File: src/rtl/dmem_arb_pkg.sv
// Shared types for the data-memory arbiter.
// State encoding, latched request bundle, misalign helper.
package dmem_arb_pkg;

  localparam int ADDR_W = 32;
  localparam int DATA_W = 32;

  typedef enum logic [1:0] {
    IDLE,
    ACCESS,
    RESP
  } arb_state_t;

  typedef struct packed {
    logic [ADDR_W-1:0] addr;
    logic [DATA_W-1:0] wdata;
    logic              we;
    logic              is_byte;
  } mem_req_t;

  function automatic logic misaligned(input mem_req_t r);
    return !r.is_byte && (r.addr[1:0] != 2'b00);
  endfunction

endpackage

File: src/rtl/dmem_arbiter_rr_arb2.sv
// Two-input round-robin picker.
// The requester that did not win last time wins a tie.
module rr_arb2 (
  input  logic [1:0] req,
  input  logic       last_grant,
  output logic [1:0] grant
);

  // one-hot grant, zero when nobody asks
  always_comb begin
    grant[0] = req[0] & (~req[1] | last_grant);
    grant[1] = req[1] & (~req[0] | ~last_grant);
  end

endmodule

File: src/rtl/dmem_arbiter.sv
// Round-robin arbiter/sequencer in front of the data memory.
// Macro DMEM_ARB_MISALIGN_TRAP_EN enables the misaligned-word trap.
module dmem_arbiter
  import dmem_arb_pkg::*;
#(
  parameter int ADDRESS_WIDTH = ADDR_W,
  parameter int DATA_WIDTH    = DATA_W,
  parameter int NREQ          = 2
) (
  input  logic                                clk,
  input  logic                                rst_n,
  input  logic [NREQ-1:0]                     req_valid,
  output logic [NREQ-1:0]                     req_ready,
  input  logic [NREQ-1:0][ADDRESS_WIDTH-1:0]  req_addr,
  input  logic [NREQ-1:0][DATA_WIDTH-1:0]     req_wdata,
  input  logic [NREQ-1:0]                     req_we,
  input  logic [NREQ-1:0]                     req_byte,
  output logic [NREQ-1:0]                     rsp_valid,
  input  logic [NREQ-1:0]                     rsp_ready,
  output logic [DATA_WIDTH-1:0]               rsp_rdata,
  output logic                                rsp_err,
  output logic [ADDRESS_WIDTH-1:0]            mem_a,
  output logic [DATA_WIDTH-1:0]               mem_wd,
  output logic                                mem_we,
  output logic                                mem_adtp,
  input  logic [DATA_WIDTH-1:0]               mem_rd
);

  arb_state_t             state;
  arb_state_t             state_nxt;
  logic                   last_grant;
  logic                   gsel;
  logic [1:0]             grant;
  logic                   trap;
  logic                   accept;
  mem_req_t               lat;
  logic [DATA_WIDTH-1:0]  rdata;

  rr_arb2 u_rr (
    .req        (req_valid),
    .last_grant (last_grant),
    .grant      (grant)
  );

  assign accept = (state == IDLE) && (|req_valid);

`ifdef DMEM_ARB_MISALIGN_TRAP_EN
  logic err;

  assign trap    = misaligned(lat);
  assign rsp_err = err;

  // error flag is captured with the access result
  always_ff @(posedge clk or negedge rst_n) begin
    if (!rst_n) begin
      err <= 1'b0;
    end else if (state == ACCESS) begin
      err <= trap;
    end
  end
`else
  assign trap    = 1'b0;
  assign rsp_err = 1'b0;
`endif

  assign mem_a     = lat.addr;
  assign mem_wd    = lat.wdata;
  assign mem_adtp  = lat.is_byte;
  assign rsp_rdata = rdata;

  // state register
  always_ff @(posedge clk or negedge rst_n) begin
    if (!rst_n) begin
      state <= IDLE;
    end else begin
      state <= state_nxt;
    end
  end

  // next-state: one access cycle, response held until taken
  always_comb begin
    state_nxt = state;
    unique case (state)
      IDLE:    if (|req_valid) state_nxt = ACCESS;
      ACCESS:  state_nxt = RESP;
      RESP:    if (rsp_ready[gsel]) state_nxt = IDLE;
      default: state_nxt = IDLE;
    endcase
  end

  // handshake and write-enable outputs decoded from state
  always_comb begin
    req_ready = '0;
    rsp_valid = '0;
    mem_we    = 1'b0;
    unique case (state)
      IDLE:    req_ready = grant;
      ACCESS:  mem_we = lat.we & ~trap;
      RESP:    rsp_valid[gsel] = 1'b1;
      default: ;
    endcase
  end

  // latch the winning request at accept time
  always_ff @(posedge clk or negedge rst_n) begin
    if (!rst_n) begin
      lat  <= '0;
      gsel <= 1'b0;
    end else if (accept) begin
      gsel        <= grant[1];
      lat.addr    <= req_addr[grant[1]];
      lat.wdata   <= req_wdata[grant[1]];
      lat.we      <= req_we[grant[1]];
      lat.is_byte <= req_byte[grant[1]];
    end
  end

  // capture read data and remember the winner at the access edge
  always_ff @(posedge clk or negedge rst_n) begin
    if (!rst_n) begin
      rdata      <= '0;
      last_grant <= 1'b1;
    end else if (state == ACCESS) begin
      last_grant <= gsel;
      rdata      <= (lat.we | trap) ? '0 : mem_rd;
    end
  end

endmodule

File: config.mk
export PLATFORM = sky130hd
export DESIGN_NAME = dmem_arbiter
export DESIGN_NICKNAME = d
export VERILOG_FILES = /design/src/rtl/dmem_arb_pkg.sv /design/src/rtl/dmem_arbiter_rr_arb2.sv /design/src/rtl/dmem_arbiter.sv
export SDC_FILE = /design/constraint.sdc
export NUM_CORES = 1
export LEC_CHECK = 0
export CAP_MARGIN = 0
export CORE_UTILIZATION = 40
export DETAILED_ROUTE_END_ITERATION = 10
export GPL_TIMING_DRIVEN = 0
export MAX_ROUTING_LAYER = met4
export PLACE_DENSITY = 0.81
export SLEW_MARGIN = 10
export SYNTH_ARGS = -nofsm -noshare
export SYNTH_HDL_FRONTEND = slang
export SYNTH_HIERARCHICAL = 1
export SYNTH_SLANG_ARGS = --single-unit
File: constraint.sdc
create_clock -name clk -period 2.01 [get_ports clk]
set_input_delay 0.201 -clock clk [delete_from_list [all_inputs] [get_ports clk]]
set_output_delay 0.201 -clock clk [all_outputs]
set_load 0.005 [all_outputs]
==> metrics.yaml <==
logic_synthesis:
  ys_warn_count: 6
  synth_flop_cell: "dfrtp_1"
  synth-async-reset-ratio: 1.00
  ys_seq_area_frac: 0.478
  ys_ff_latch: 102
  syn-num-nets: 610
  syn-mean-instance-area_um2: 12.1
  syn_area_um2: 5340
  netlist_instances: 440
  synth_area_leader_cell: "dfrtp_1"
  yosysTopAreaCellShare: 0.473
  yosys-top-cells-area: "dfrtp_1 47%, mux2_2 21%, mux2_4 9.6%"
  synthDistinctLibCells: 23
  synthTopCellsByCount: "101 x dfrtp_1, 98 x mux2_2, 66 x buf_4, 65 x nand2_1, 34 x mux2_4"
  yosysMostFrequentCell: "dfrtp_1"
  synth-edff-count: 0
drt:
  first_iter_violations: 100
  wl_mm: 13.9
  wl_per_cell_um: 15.5
  firstDrtPassIters: 4
  ant_nets: 0
  drc: 0
  vias: 4181
  viasPerCell: 4.66
die:
  io_pins: 273
  die_w_um: 118
  initial_core_util: 0.416
  fp-row-count: 41
  core_area_um2: 12800
  die_area_um2: 13800
  fp.dieH_um: 118
timing:
  rsz0062_at_grt: "false"
  maxSlewViolCount: 0
  period_needed_ps: 1910
  fin_ws_ps: 98.6
  clock.fmax_mhz: 523
  final.setup_skew_ps: 9.88
  setup_viol: 0
  fin_crit_sh: 0.951
  relSlewSlack: 0.572
  hold_slack_ps: 409
  hold_viol_final: 0
  finalSetupTns_ps: 0
  worstMarginPinSlew_ps: 643
cells_and_area:
  syn_to_final_growth_pct: 60.9
  drive_gt1_frac: 0.322
  fillerInstances: 1001
  post-route-util: 0.670
  antenna_cells: 0
  multi_input_area_um2: 2140
  nets: 891
  regArea_um2: 2550
clocking:
  clock-sinks: 102
  cts_made_buffers: 9
  post_cts_buffers: 0
  insertion_delay_ps: 340
  cts_tree: "built"
  path_clk_slew_ps: 70
  cts_htree_levels: 3
  cts_root_buf: "clkbuf_16"
  clock_path_buffers: 2
setup_path:
  rr_worst_depth: 6
  setup.worst_path.class: "reg2out"
  crit_required_ps: 1810
  rr_startpoint: "last_grant"
  arrival_ps: 1710
  rrSetupSlack_ps: 240
  rr_endpoint: "mem_a[17]"
  worstSetupEndpointType: "primary output"
  setup.worst_path.start_class: "flop"
  crit_fanout: 5
grt:
  antenna_found_initial: 0
  grt_max_degree: 57
  grt_pass1_vias: 4474
  grt.total_usage: 0.211
  overflow: 0
  grt_pass1_wl_mm: 22.4
hold_path:
  hold_class: "in2reg"
  min_to: "rsp_rdata[1]"
  min_from: "mem_rd[1]"
  whs_path_depth: 3
placement:
  post-place-ws_ps: -553
  port_buffers: 271
  gp_congestion: 0.783
  hpwl_mm: 11.1
power_and_ir_drop:
  power_density_nw_per_um2: 1310
  p_leak_nw: 3.71
  ir_worst_vdd_v: 0.000640
run_status:
  status: "completed"
run:
  cap_violations: 0
layout make-up:
cell class / count / share of cell area
buffer: 87 / 0.0742
clock buffer: 12 / 0.0275
clock inverter: 4 / 0.00568
inverter: 3 / 0.00131
multi-input combinational: 245 / 0.249
sequential: 102 / 0.297
tap: 172 / 0.0251
timing repair buffer: 273 / 0.320
metrics by stage:
step	power (mW)	std cells	area, um^2
global placement	9.49	883	8270
global route	12.0	898	8590
CTS	11.4	898	8580
detailed placement	9.69	884	8290
floorplan	6.76	440	5340
finish	11.3	898	8590
placed cells by master (no fill, tap or decap), types with 2 or more instances in the layout:
cell type,netlist,final
nor2_1,4,4
clkbuf_1,6,8
mux2i_1,2,2
nor3b_1,2,2
dfrtp_1,101,100
mux2_4,34,34
buf_4,66,67
o21ai_0,33,33
nand2_1,65,65
inv_1,2,2
clkinv_2,0,2
clkbuf_16,0,9
buf_2,11,10
clkdlybuf4s50_1,0,268
buf_6,5,3
mux2_2,98,98
sequential cells by signal, indices dropped and copies added (netlist names):
signal / cells
mem_wd: 32
rsp_rdata: 32
state: 2
gsel: 1
mem_a: 32
lat: 1
last_grant: 1
mem_adtp: 1
per-layer routing:
layer | vias up | GRT usage | part of all wire | wire length (um)
met2 | 171 | 0.377 | 0.52 | 7250
met3 | 17 | 0.0484 | 0.067 | 930
met4 | 0 | 0.0689 | 0.017 | 235
met1 | 2014 | 0.230 | 0.39 | 5490
li1 | 1979 | - | - | -
met5 | - | - | 0 | 0
repair_timing:
item                                   CTS  global route
hold buffers                             1             0
gates resized for setup                  9             5
endpoints found under the hold margin   45             0
setup endpoints to repair                2             2
where the power goes:
group	internal, mW	switching, mW	total, mW	leakage [nW]
Sequential	3.03	0.552	3.58	1.23
Clock	0.965	0.733	1.70	0.141
Combinational	4.04	1.97	6.01	2.34
critical path, stage by stage, from the launching register on:
cell,delay (ps)
dfrtp_1,470
nand2b_1,220
nor2_1,140
clkdlybuf4s50_1,550
cell families (layout without fill, tap and decap cells):
| family | after synthesis | after routing | synth area share |
|---|---|---|---|
| AOI/OAI and AO/OA | 36 | 36 | 0.0347 |
| buffers and inverters | 93 | 379 | 0.124 |
| DFF | 102 | 102 | 0.478 |
| muxes | 134 | 134 | 0.306 |
| other | 1 | 1 | 0.000702 |
| and+or+nand+nor | 74 | 74 | 0.0567 |
worst max-delay path by stage:
stage	startpoint	to	slack, ps	depth (start not counted)
5_1_grt	lat[1]	mem_we	7	4
4_1_cts	lat[1]	mem_we	20	4
6_report	state[0]	rsp_valid[0]	100	3
3_5_place_dp	req_valid[1]	req_ready[1]	-550	7
3_3_place_gp	rst_n	rsp_rdata[19]	-2930	1
2_1_floorplan	last_grant	mem_a[23]	350	6
Note: power is estimated with default switching activity, not from simulation.
